===== config.mk =====
export PLATFORM = sky130hd
export DESIGN_NAME = regwr_arbiter_flat
export DESIGN_NICKNAME = d
export VERILOG_FILES = /design/src/rtl/regwr_arbiter_if.sv /design/src/rtl/regwr_arbiter.sv /design/src/flat_wrapper.sv
export SDC_FILE = /design/constraint.sdc
export NUM_CORES = 1
export LEC_CHECK = 0
export CORE_MARGIN = 1
export CORE_UTILIZATION = 38
export CTS_BUF_LIST = sky130_fd_sc_hd__clkbuf_8
export CTS_CLUSTER_SIZE = 28
export DETAILED_ROUTE_END_ITERATION = 10
export PLACE_DENSITY = 0.91
export SLEW_MARGIN = 20
export SYNTH_ARGS = -nofsm -noshare
export SYNTH_HDL_FRONTEND = slang
export SYNTH_SLANG_ARGS = --single-unit

===== constraint.sdc =====
create_clock -name clk -period 2.47 [get_ports clk]
set_clock_uncertainty 0.05 [all_clocks]
set_input_delay 0.3705 -clock clk [delete_from_list [all_inputs] [get_ports clk]]
set_output_delay 0.3705 -clock clk [all_outputs]
set_load 0.005 [all_outputs]

===== src/rtl/regwr_arbiter_if.sv =====
// regwr_arbiter_if: bus between register-write requesters and the write-port
// arbiter.
//   req       - per-requester write request (level, held until granted)
//   req_addr  - destination register of requester i in bits [3i+2:3i]
//   req_data  - write data of requester i in bits [DW*i+DW-1:DW*i]
//   stall     - blocks issue of a new grant this cycle
//   gnt       - registered one-hot grant pulse
//   S2,S1,S0  - registered register select to decoder_3_8
//   E         - registered decoder enable (write strobe qualifier)
//   wr_data   - registered write data to the register file
//   busy      - any request still unserved (combinational)
interface regwr_arbiter_if #(
  parameter int NREQ = 4,
  parameter int DW   = 16
);
  logic [NREQ-1:0]    req;
  logic [3*NREQ-1:0]  req_addr;
  logic [DW*NREQ-1:0] req_data;
  logic               stall;
  logic [NREQ-1:0]    gnt;
  logic               S2;
  logic               S1;
  logic               S0;
  logic               E;
  logic [DW-1:0]      wr_data;
  logic               busy;

  // Requester side: drives requests, observes grants and the write port.
  modport master (
    output req, req_addr, req_data, stall,
    input  gnt, S2, S1, S0, E, wr_data, busy
  );

  // Arbiter side.
  modport slave (
    input  req, req_addr, req_data, stall,
    output gnt, S2, S1, S0, E, wr_data, busy
  );
endinterface


===== src/rtl/regwr_arbiter.sv =====
// regwr_arbiter: round-robin arbiter serialising register-write requests onto
// the single write port of an 8-entry register file, one write per cycle.
// Ports:
//   clk  - rising-edge clock
//   rst  - asynchronous active-high reset
//   bus  - regwr_arbiter_if slave modport (requests in, grant/decoder/data out)
// Parameters: NREQ requesters (2..8), DW data width, R0_ZERO discards writes
// to register 0 by keeping the decoder enable low.
module regwr_arbiter #(
  parameter int NREQ    = 4,
  parameter int DW      = 16,
  parameter bit R0_ZERO = 1'b1
) (
  input logic           clk,
  input logic           rst,
  regwr_arbiter_if.slave bus
);

  localparam int IW = (NREQ > 1) ? $clog2(NREQ) : 1;

  logic [NREQ-1:0] gnt_r;
  logic [2:0]      sel_r;
  logic            e_r;
  logic [DW-1:0]   wr_data_r;
  logic [IW-1:0]   last_r;

  logic [NREQ-1:0] elig_s;
  logic            win_found_s;
  logic [IW-1:0]   win_idx_s;
  logic [IW-1:0]   cand_s;
  logic [2:0]      win_addr_s;
  logic [DW-1:0]   win_data_s;

  logic [NREQ-1:0] gnt_nxt_s;
  logic [2:0]      sel_nxt_s;
  logic            e_nxt_s;
  logic [DW-1:0]   wr_data_nxt_s;
  logic [IW-1:0]   last_nxt_s;

  // Index k steps after the round-robin pointer, wrapping at NREQ.
  function automatic logic [IW-1:0] rr_index(input logic [IW-1:0] base, input int k);
    return IW'((int'(base) + k) % NREQ);
  endfunction

  // Round-robin search over eligible requesters, starting just after last_r.
  // A requester whose grant pulse is high is masked so a stale req cannot
  // win twice in a row.
  always_comb begin
    elig_s      = bus.req & ~gnt_r;
    win_found_s = 1'b0;
    win_idx_s   = last_r;
    cand_s      = last_r;
    for (int k = 1; k <= NREQ; k++) begin
      cand_s = rr_index(last_r, k);
      if (!win_found_s && elig_s[cand_s]) begin
        win_found_s = 1'b1;
        win_idx_s   = cand_s;
      end else begin
        win_found_s = win_found_s;
      end
    end
    win_addr_s = bus.req_addr[3*int'(win_idx_s) +: 3];
    win_data_s = bus.req_data[DW*int'(win_idx_s) +: DW];
  end

  // Next values of the output registers and the round-robin pointer.
  always_comb begin
    gnt_nxt_s     = '0;
    sel_nxt_s     = sel_r;
    e_nxt_s       = 1'b0;
    wr_data_nxt_s = wr_data_r;
    last_nxt_s    = last_r;
    if (!bus.stall && win_found_s) begin
      gnt_nxt_s[win_idx_s] = 1'b1;
      sel_nxt_s            = win_addr_s;
      wr_data_nxt_s        = win_data_s;
      last_nxt_s           = win_idx_s;
      if (R0_ZERO && (win_addr_s == 3'd0)) begin
        e_nxt_s = 1'b0;
      end else begin
        e_nxt_s = 1'b1;
      end
    end else begin
      gnt_nxt_s = '0;
      e_nxt_s   = 1'b0;
    end
  end

  // Output registers; reset cancels any grant in flight and points the
  // round-robin at NREQ-1 so requester 0 is served first.
  always_ff @(posedge clk or posedge rst) begin
    if (rst) begin
      gnt_r     <= '0;
      sel_r     <= 3'd0;
      e_r       <= 1'b0;
      wr_data_r <= '0;
      last_r    <= IW'(NREQ - 1);
    end else begin
      gnt_r     <= gnt_nxt_s;
      sel_r     <= sel_nxt_s;
      e_r       <= e_nxt_s;
      wr_data_r <= wr_data_nxt_s;
      last_r    <= last_nxt_s;
    end
  end

  assign bus.gnt     = gnt_r;
  assign bus.S2      = sel_r[2];
  assign bus.S1      = sel_r[1];
  assign bus.S0      = sel_r[0];
  assign bus.E       = e_r;
  assign bus.wr_data = wr_data_r;
  assign bus.busy    = |(bus.req & ~gnt_r);

endmodule

===== src/flat_wrapper.sv =====
// flat-port wrapper written by rule: the top's interface ports become plain ports
module regwr_arbiter_flat 
#(
  parameter int NREQ    = 4,
  parameter int DW      = 16,
  parameter bit R0_ZERO = 1'b1
)
  (clk, rst, bus_req, bus_req_addr, bus_req_data, bus_stall, bus_gnt, bus_S2, bus_S1, bus_S0, bus_E, bus_wr_data, bus_busy);
  regwr_arbiter_if #(.NREQ(NREQ), .DW(DW)) bus_i ();
  input logic clk;
  input logic rst;
  input wire logic [$bits(bus_i.req)-1:0] bus_req;
  input wire logic [$bits(bus_i.req_addr)-1:0] bus_req_addr;
  input wire logic [$bits(bus_i.req_data)-1:0] bus_req_data;
  input wire logic [$bits(bus_i.stall)-1:0] bus_stall;
  output wire logic [$bits(bus_i.gnt)-1:0] bus_gnt;
  output wire logic [$bits(bus_i.S2)-1:0] bus_S2;
  output wire logic [$bits(bus_i.S1)-1:0] bus_S1;
  output wire logic [$bits(bus_i.S0)-1:0] bus_S0;
  output wire logic [$bits(bus_i.E)-1:0] bus_E;
  output wire logic [$bits(bus_i.wr_data)-1:0] bus_wr_data;
  output wire logic [$bits(bus_i.busy)-1:0] bus_busy;
  assign bus_i.req = bus_req;
  assign bus_i.req_addr = bus_req_addr;
  assign bus_i.req_data = bus_req_data;
  assign bus_i.stall = bus_stall;
  assign bus_gnt = bus_i.gnt;
  assign bus_S2 = bus_i.S2;
  assign bus_S1 = bus_i.S1;
  assign bus_S0 = bus_i.S0;
  assign bus_E = bus_i.E;
  assign bus_wr_data = bus_i.wr_data;
  assign bus_busy = bus_i.busy;
  regwr_arbiter #(.NREQ(NREQ), .DW(DW), .R0_ZERO(R0_ZERO)) u_core (.clk(clk), .rst(rst), .bus(bus_i));
endmodule

==> results of run 1 <==
[final cells by class]
type / count / area (um2) / share of cell area, %
repair buffers: 118 / 1166 / 39.36
multi-input cells: 121 / 999.7 / 33.74
flip-flops and latches: 26 / 653.1 / 22.04
well taps: 52 / 65.06 / 2.196
clock buffers: 3 / 41.29 / 1.394
clock inverters: 1 / 30.03 / 1.014
inverters: 2 / 7.507 / 0.2534
[worst min-delay path, stage by stage]
cell and delay [ns]:
sky130_fd_sc_hd__clkdlybuf4s50_1 0.39, sky130_fd_sc_hd__inv_1 0.05, sky130_fd_sc_hd__buf_4 0.30
[routing by layer]
layer,wire length (um),up-vias,part of all wire (%)
li1,-,802,-
met1,1903,759,42
met2,2311,53,51
met3,237,10,5.2
met4,104,0,2.3
met5,0,-,0
[worst paths after layout]
kind | end | startpoint
worst max-delay path | bus_busy | bus_req[0]
worst min-delay path | u_core.bus.wr_data[12]$_DFFE_PP0P_ | rst
worst max register to register | u_core.bus.E$_DFF_PP0_ | u_core.last_r[1]$_DFFE_PP1P_
worst min register to register | u_core.sel_r[0]$_DFFE_PP0P_ | u_core.sel_r[0]$_DFFE_PP0P_
max in group asynchronous | u_core.last_r[0]$_DFFE_PP1P_ | rst
min in group clk | u_core.sel_r[0]$_DFFE_PP0P_ | u_core.sel_r[0]$_DFFE_PP0P_
[where the power goes]
group          leakage (nW)  switching [mW]  internal (mW)
Combinational         0.923           0.836           1.20
Clock                0.0357           0.129          0.217
Sequential            0.319           0.144          0.643
Total                  1.28            1.11           2.06
[synth_stat cells]
master | n | share of area (%)
sky130_fd_sc_hd__buf_2 | 1 | 0.29
sky130_fd_sc_hd__inv_1 | 2 | 0.43
sky130_fd_sc_hd__buf_6 | 2 | 1.3
sky130_fd_sc_hd__or2_4 | 1 | 0.50
sky130_fd_sc_hd__dfrtp_1 | 24 | 34
sky130_fd_sc_hd__dfstp_2 | 2 | 3.0
sky130_fd_sc_hd__a221oi_1 | 1 | 0.50
sky130_fd_sc_hd__o22ai_2 | 1 | 0.72
sky130_fd_sc_hd__mux2_2 | 11 | 7.1
sky130_fd_sc_hd__nor2_1 | 3 | 0.65
sky130_fd_sc_hd__o21ai_0 | 2 | 0.57
sky130_fd_sc_hd__o21ai_1 | 10 | 2.9
sky130_fd_sc_hd__nand2b_1 | 2 | 0.72
sky130_fd_sc_hd__nor4_2 | 1 | 0.72
sky130_fd_sc_hd__a311oi_4 | 1 | 1.5
sky130_fd_sc_hd__nand3b_1 | 1 | 0.43
sky130_fd_sc_hd__o211ai_4 | 1 | 1.2
sky130_fd_sc_hd__o221ai_1 | 6 | 3.0
sky130_fd_sc_hd__nor2b_2 | 1 | 0.50
sky130_fd_sc_hd__clkbuf_1 | 3 | 0.65
sky130_fd_sc_hd__xor2_1 | 1 | 0.50
sky130_fd_sc_hd__o22ai_1 | 1 | 0.36
sky130_fd_sc_hd__a22oi_2 | 1 | 0.72
sky130_fd_sc_hd__or4_1 | 1 | 0.43
sky130_fd_sc_hd__nand2_1 | 19 | 4.1
sky130_fd_sc_hd__and2b_4 | 1 | 0.57
sky130_fd_sc_hd__nor2_8 | 1 | 1.1
sky130_fd_sc_hd__nor3b_1 | 2 | 0.86
sky130_fd_sc_hd__nor3_1 | 1 | 0.29
sky130_fd_sc_hd__or2_1 | 1 | 0.36
sky130_fd_sc_hd__a211o_1 | 1 | 0.50
sky130_fd_sc_hd__nor2b_4 | 1 | 0.79
sky130_fd_sc_hd__buf_4 | 6 | 2.6
sky130_fd_sc_hd__nand2b_4 | 1 | 0.79
sky130_fd_sc_hd__mux2i_1 | 37 | 21
sky130_fd_sc_hd__nor2b_1 | 4 | 1.4
sky130_fd_sc_hd__a21oi_1 | 2 | 0.57
sky130_fd_sc_hd__or3_1 | 1 | 0.36
sky130_fd_sc_hd__a21o_1 | 2 | 0.86
sky130_fd_sc_hd__a22oi_1 | 1 | 0.43
[kinds of logic (layout without fill, tap and decap cells)]
kind of cell | after synthesis | after routing | share of synthesized area [%]
compound gates | 30 | 30 | 13.85
buf+inv | 14 | 124 | 5.236
xor+xnor | 1 | 1 | 0.5022
simple gates | 42 | 42 | 14.63
flops | 26 | 26 | 37.45
mux | 48 | 48 | 28.34
[sequential cells by signal, summed over array words and instances (netlist names)]
register,cells
u_core.bus.wr_data,16
u_core.bus.gnt,4
u_core.sel_r,3
u_core.last_r,2
u_core.bus.E,1
==> run_results.csv, run 1 <==
group,metric,value,unit
grt,overall_global_routing_resource_usage,19.42,%
setup_path,cp-end-kind,"output pin",
power,design_power_total,3.173,mW
timing,timing.final.setup_violations,0,
layout,fin_area,2963,um2
placed_design,placed_insts,319,
logic_synthesis,syn-cell-area,1744,um2
setup_path,worst_ep_required,2.05,ns
timing,fmaxAchievable,447.2,MHz
clocking,cts.htree.levels,1,
layout,areaGrowthSynthToFinish,69.87,%
layout,layout_commonest_cell,"sky130_fd_sc_hd__clkdlybuf4s50_1",
timing,timing.setup.tns,0,ns
timing,final_critical_path_setup_slack,0.2336,ns
clocking,post_cts_hold_buffer_count,0,
routing,avg_wl_per_cell,14.11,um
logic_synthesis,synth-warning-count,0,
timing,holdWs,0.3964,ns
layout,drive_gt1_share,14.39,%
routing,postRouteAntennaNets,0,
power,vdd.ir_drop.worst,0.5414,mV
routing,routed_wl,4557,um
clocking,post_cts_buffers,0,
placed_design,detailedPlacementHpwl,3628,um
die,die_height,69.75,um
setup_path,critPathSlowestCell,"sky130_fd_sc_hd__clkdlybuf4s50_1",
grt,groute.layer.met2.usage,32.90,%
setup_path,cp_max_fo,3,
setup_path,crit_path_max_incr_delay,0.46,ns
power,power.static_leakage,1.278,nW
logic_synthesis,mappedNetlistNets,244,
setup_path,cp_num_cells,5,
grt,antenna_found_initial,0,
grt,global_route_total_overflow,0,
routing,viasPerCell,5.028,
clocking,cts_tree,"built",
timing,period_minus_slack,2.236,ns
grt,via_count_of_the_first_global_routing_pass,1616,
placed_design,dp_slack,-0.04617,ns
grt,gr-usage-met3,4.942,%
grt,grt.met1_usage,24.40,%
outcome,outcome,"completed",
logic_synthesis,synthCells,161,
placed_design,buffer_ports.inserted,107,
setup_path,reg2reg_slack,0.25,ns
grt,grt_pass1_wl,7638,um
setup_path,criticalPathCategory,"in2out",
routing,vias,1624,
die,floorplan.core_area,4384,um2
clocking,clockBufferDepth,2,
logic_synthesis,synth.yosys.seq_area_share,37.45,%
logic_synthesis,synth_seq_cells,26,
setup_path,worstPathArrival,1.82,ns
logic_synthesis,synthDistinctLibCells,40,
clocking,clock_tree.root_cell,"sky130_fd_sc_hd__clkbuf_8",
die,io_pins,108,
setup_path,critPathTopFamily,"buffers and inverters",
layout,final_cell_mix,"107 x sky130_fd_sc_hd__clkdlybuf4s50_1, 37 x sky130_fd_sc_hd__mux2i_1, 24 x sky130_fd_sc_hd__dfrtp_1",
layout,finish.net_count,355,
setup_path,nature_of_the_critical_path_startpoint,"input port",
timing,max_slew.worst_pin.slew,0.3726,ns
layout,final_util,67.58,%
logic_synthesis,avgSynthCellArea,10.83,um2
setup_path,path_cells,"clkdlybuf4s50_1 > nor2b_4 > nor4_2 > inv_1 > clkdlybuf4s50_1",
clocking,post_cts_resize_count,0,
routing,drt_first_pass_iters,4,
placed_design,gpl_congestion,0.7819,
die,floorplan_row_count,24,
timing,setup_repair_after_global_routing_missed_its_margin,"false",
clocking,cts.clk_slew.worst_paths,0.09,ns
setup_path,ff2ff_path_depth,6,
timing,relSlewSlack,75.16,%
timing,timing.final.crit_share,90.54,%
die,floorplan.die_area,4865,um2
power,p_per_area,1071,nW/um2
clocking,cts-buffers-inserted,3,
worst_hold_path,timing.hold.worst.class,"in2async",
routing,post-route-drc-count,0,
routing,initialDrtViolationCount,9,
layout,stdcell_count,323,
placed_design,detailed_place.area,2892,um2
die,die_width,69.75,um
grt,grt_start_max_net_pins,27,
clocking,tritoncts_num_sinks,26,
clocking,clk-insertion-delay-late,0.27,ns
setup_path,timing.critical_path.mode_cell,"sky130_fd_sc_hd__clkdlybuf4s50_1",
layout,fillcell_total,337,
grt,peak_usage_layer_in_the_global_routing_report,"met2",
run,timing.max_cap.violations,0,
timing,slew_viol_final,0,
die,start_util,39.78,%
layout,antenna_cells_inserted,0,
timing,hold_viol_final,0,
setup_path,worstPathBufferInverterCount,3,
No activity file was read; power rests on OpenSTA's default activity.
==> run 2, diff against run 1 <==
--- a/config.mk
+++ b/config.mk
@@ -5,12 +5,14 @@
 export SDC_FILE = /design/constraint.sdc
 export NUM_CORES = 1
 export LEC_CHECK = 0
+export CELL_PAD_IN_SITES_DETAIL_PLACEMENT = 1
+export CELL_PAD_IN_SITES_GLOBAL_PLACEMENT = 1
 export CORE_MARGIN = 1
-export CORE_UTILIZATION = 38
+export CORE_UTILIZATION = 27
 export CTS_BUF_LIST = sky130_fd_sc_hd__clkbuf_8
 export CTS_CLUSTER_SIZE = 28
 export DETAILED_ROUTE_END_ITERATION = 10
-export PLACE_DENSITY = 0.91
+export PLACE_DENSITY = 0.9
 export SLEW_MARGIN = 20
 export SYNTH_ARGS = -nofsm -noshare
 export SYNTH_HDL_FRONTEND = slang
==> run 2 against run 1 <==
  * Flip-flop and latch count unchanged
  * Non-clock buffer count stayed put
  * Core utilization is 18 points lower
  * Sequential share of layout area shrank 0.21 points
  * Clock-buffer cell count unchanged
  * Die area grew 39%
  * Final cell count up 7.1%
  * Worst hold slack worse by 0.072 ns
  * Highest routed layer unchanged
==> run_results.csv, run 2 (synthesis results as in run 1) <==
group,metric,value,unit
clocking,cts_tree,"built",
clocking,post_cts_hold_buffer_count,0,
worst_hold_path,timing.hold.worst.class,"in2async",
grt,overall_global_routing_resource_usage,16.98,%
setup_path,cp_max_fo,3,
routing,vias,1679,
die,die_height,82.38,um
routing,routed_wl,5542,um
layout,final_util,49.36,%
layout,fin_area,2992,um2
placed_design,gpl_congestion,0.7336,
layout,areaGrowthSynthToFinish,71.52,%
clocking,clk-insertion-delay-late,0.28,ns
layout,final_cell_mix,"107 x sky130_fd_sc_hd__clkdlybuf4s50_1, 37 x sky130_fd_sc_hd__mux2i_1, 24 x sky130_fd_sc_hd__dfrtp_1",
layout,fillcell_total,686,
placed_design,detailed_place.area,2920,um2
placed_design,placed_insts,342,
layout,drive_gt1_share,14.39,%
layout,largest_register_ffs,16,
clocking,post_cts_buffers,0,
timing,final_critical_path_setup_slack,0.2264,ns
routing,initialDrtViolationCount,55,
timing,timing.setup.tns,0,ns
setup_path,timing.critical_path.mode_cell,"sky130_fd_sc_hd__clkdlybuf4s50_1",
timing,timing.final.setup_violations,0,
setup_path,critPathTopFamily,"buffers and inverters",
clocking,clock_tree.root_cell,"sky130_fd_sc_hd__clkbuf_8",
setup_path,criticalPathCategory,"in2out",
power,power.static_leakage,1.278,nW
clocking,cts-buffers-inserted,3,
setup_path,nature_of_the_critical_path_startpoint,"input port",
routing,viasPerCell,4.853,
grt,grt_start_max_net_pins,25,
layout,stdcell_count,346,
clocking,cts.htree.levels,1,
placed_design,detailedPlacementHpwl,4527,um
timing,period_minus_slack,2.244,ns
die,io_pins,108,
setup_path,critPathSlowestCell,"sky130_fd_sc_hd__clkdlybuf4s50_1",
routing,avg_wl_per_cell,16.02,um
die,start_util,28.78,%
timing,hold_viol_final,0,
setup_path,path_cells,"clkdlybuf4s50_1 > nor2b_4 > nor4_2 > inv_1 > clkdlybuf4s50_1",
grt,antenna_found_initial,0,
timing,max_slew.worst_pin.slew,0.4359,ns
setup_path,worstPathArrival,1.82,ns
timing,relSlewSlack,70.91,%
grt,via_count_of_the_first_global_routing_pass,1776,
grt,grt_pass1_wl,8528,um
clocking,clockBufferDepth,2,
setup_path,worstPathBufferInverterCount,3,
timing,timing.final.crit_share,90.83,%
routing,post-route-drc-count,0,
setup_path,worst_ep_required,2.05,ns
layout,finish.net_count,355,
timing,slew_viol_final,0,
routing,postRouteAntennaNets,0,
clocking,tritoncts_num_sinks,26,
placed_design,dp_slack,-0.03632,ns
grt,global_route_total_overflow,0,
die,floorplan.core_area,6061,um2
die,floorplan.die_area,6786,um2
timing,setup_repair_after_global_routing_missed_its_margin,"false",
timing,fmaxAchievable,445.7,MHz
clocking,post_cts_resize_count,0,
setup_path,crit_path_max_incr_delay,0.46,ns
clocking,cts.clk_slew.worst_paths,0.10,ns
layout,antenna_cells_inserted,0,
routing,drt_first_pass_iters,4,
placed_design,buffer_ports.inserted,107,
outcome,outcome,"completed",
power,vdd.ir_drop.worst,0.5587,mV
run,timing.max_cap.violations,0,
power,p_per_area,1077,nW/um2
die,die_width,82.38,um
layout,layout_commonest_cell,"sky130_fd_sc_hd__clkdlybuf4s50_1",
setup_path,cp-end-kind,"output pin",
die,floorplan_row_count,28,
run 2: cell counts in the layout (fill, tap and decap cells not counted):
Identical to the previous run, type by type.
run 2: power breakdown:
part	internal (mW)	switching (mW)
clock network	0.217	0.145
registers	0.644	0.154
logic	1.20	0.860
total	2.06	1.16
run 2: routing by layer:
| layer | routed length [um] | part of all wire, % | GRT usage (%) |
|---|---|---|---|
| met1 | 2157 | 39 | 20.16 |
| met2 | 3001 | 54 | 30.25 |
| met3 | 298 | 5.4 | 3.736 |
| met4 | 85 | 1.5 | 5.263 |
| met5 | 0 | 0 | 0 |
run 2: cell type report:
class / count / area, um2 / area share (%)
multi-input cells: 121 / 999.7 / 33.42
clock inverters: 1 / 30.03 / 1.004
inverters: 2 / 7.507 / 0.2509
well taps: 75 / 93.84 / 3.137
repair buffers: 118 / 1166 / 38.98
flip-flops and latches: 26 / 653.1 / 21.83
clock buffers: 3 / 41.29 / 1.380
run 2: metrics by stage:
step	total power [mW]	hold slack, ns
after global routing	3.447	0.3659
after floorplan	2.069	0.3590
final	3.222	0.3247
after CTS	3.269	0.3308
after global placement	2.827	0.4096
after detailed placement	2.901	0.4144
run 2: worst paths after layout:
| kind | startpoint | to | slack, ns | cells past startpoint |
|---|---|---|---|---|
| setup / recovery | bus_req[0] | bus_busy | 0.23 | 5 |
| hold / removal | rst | u_core.bus.wr_data[13]$_DFFE_PP0P_ | 0.32 | 2 |
| setup reg to reg | u_core.last_r[1]$_DFFE_PP1P_ | u_core.bus.E$_DFF_PP0_ | 0.26 | 6 |
| hold reg to reg | u_core.bus.wr_data[4]$_DFFE_PP0P_ | u_core.bus.wr_data[4]$_DFFE_PP0P_ | 0.44 | 2 |
| max in group asynchronous | rst | u_core.last_r[1]$_DFFE_PP1P_ | 1.39 | 3 |
| min in group clk | u_core.bus.wr_data[4]$_DFFE_PP0P_ | u_core.bus.wr_data[4]$_DFFE_PP0P_ | 0.44 | 2 |
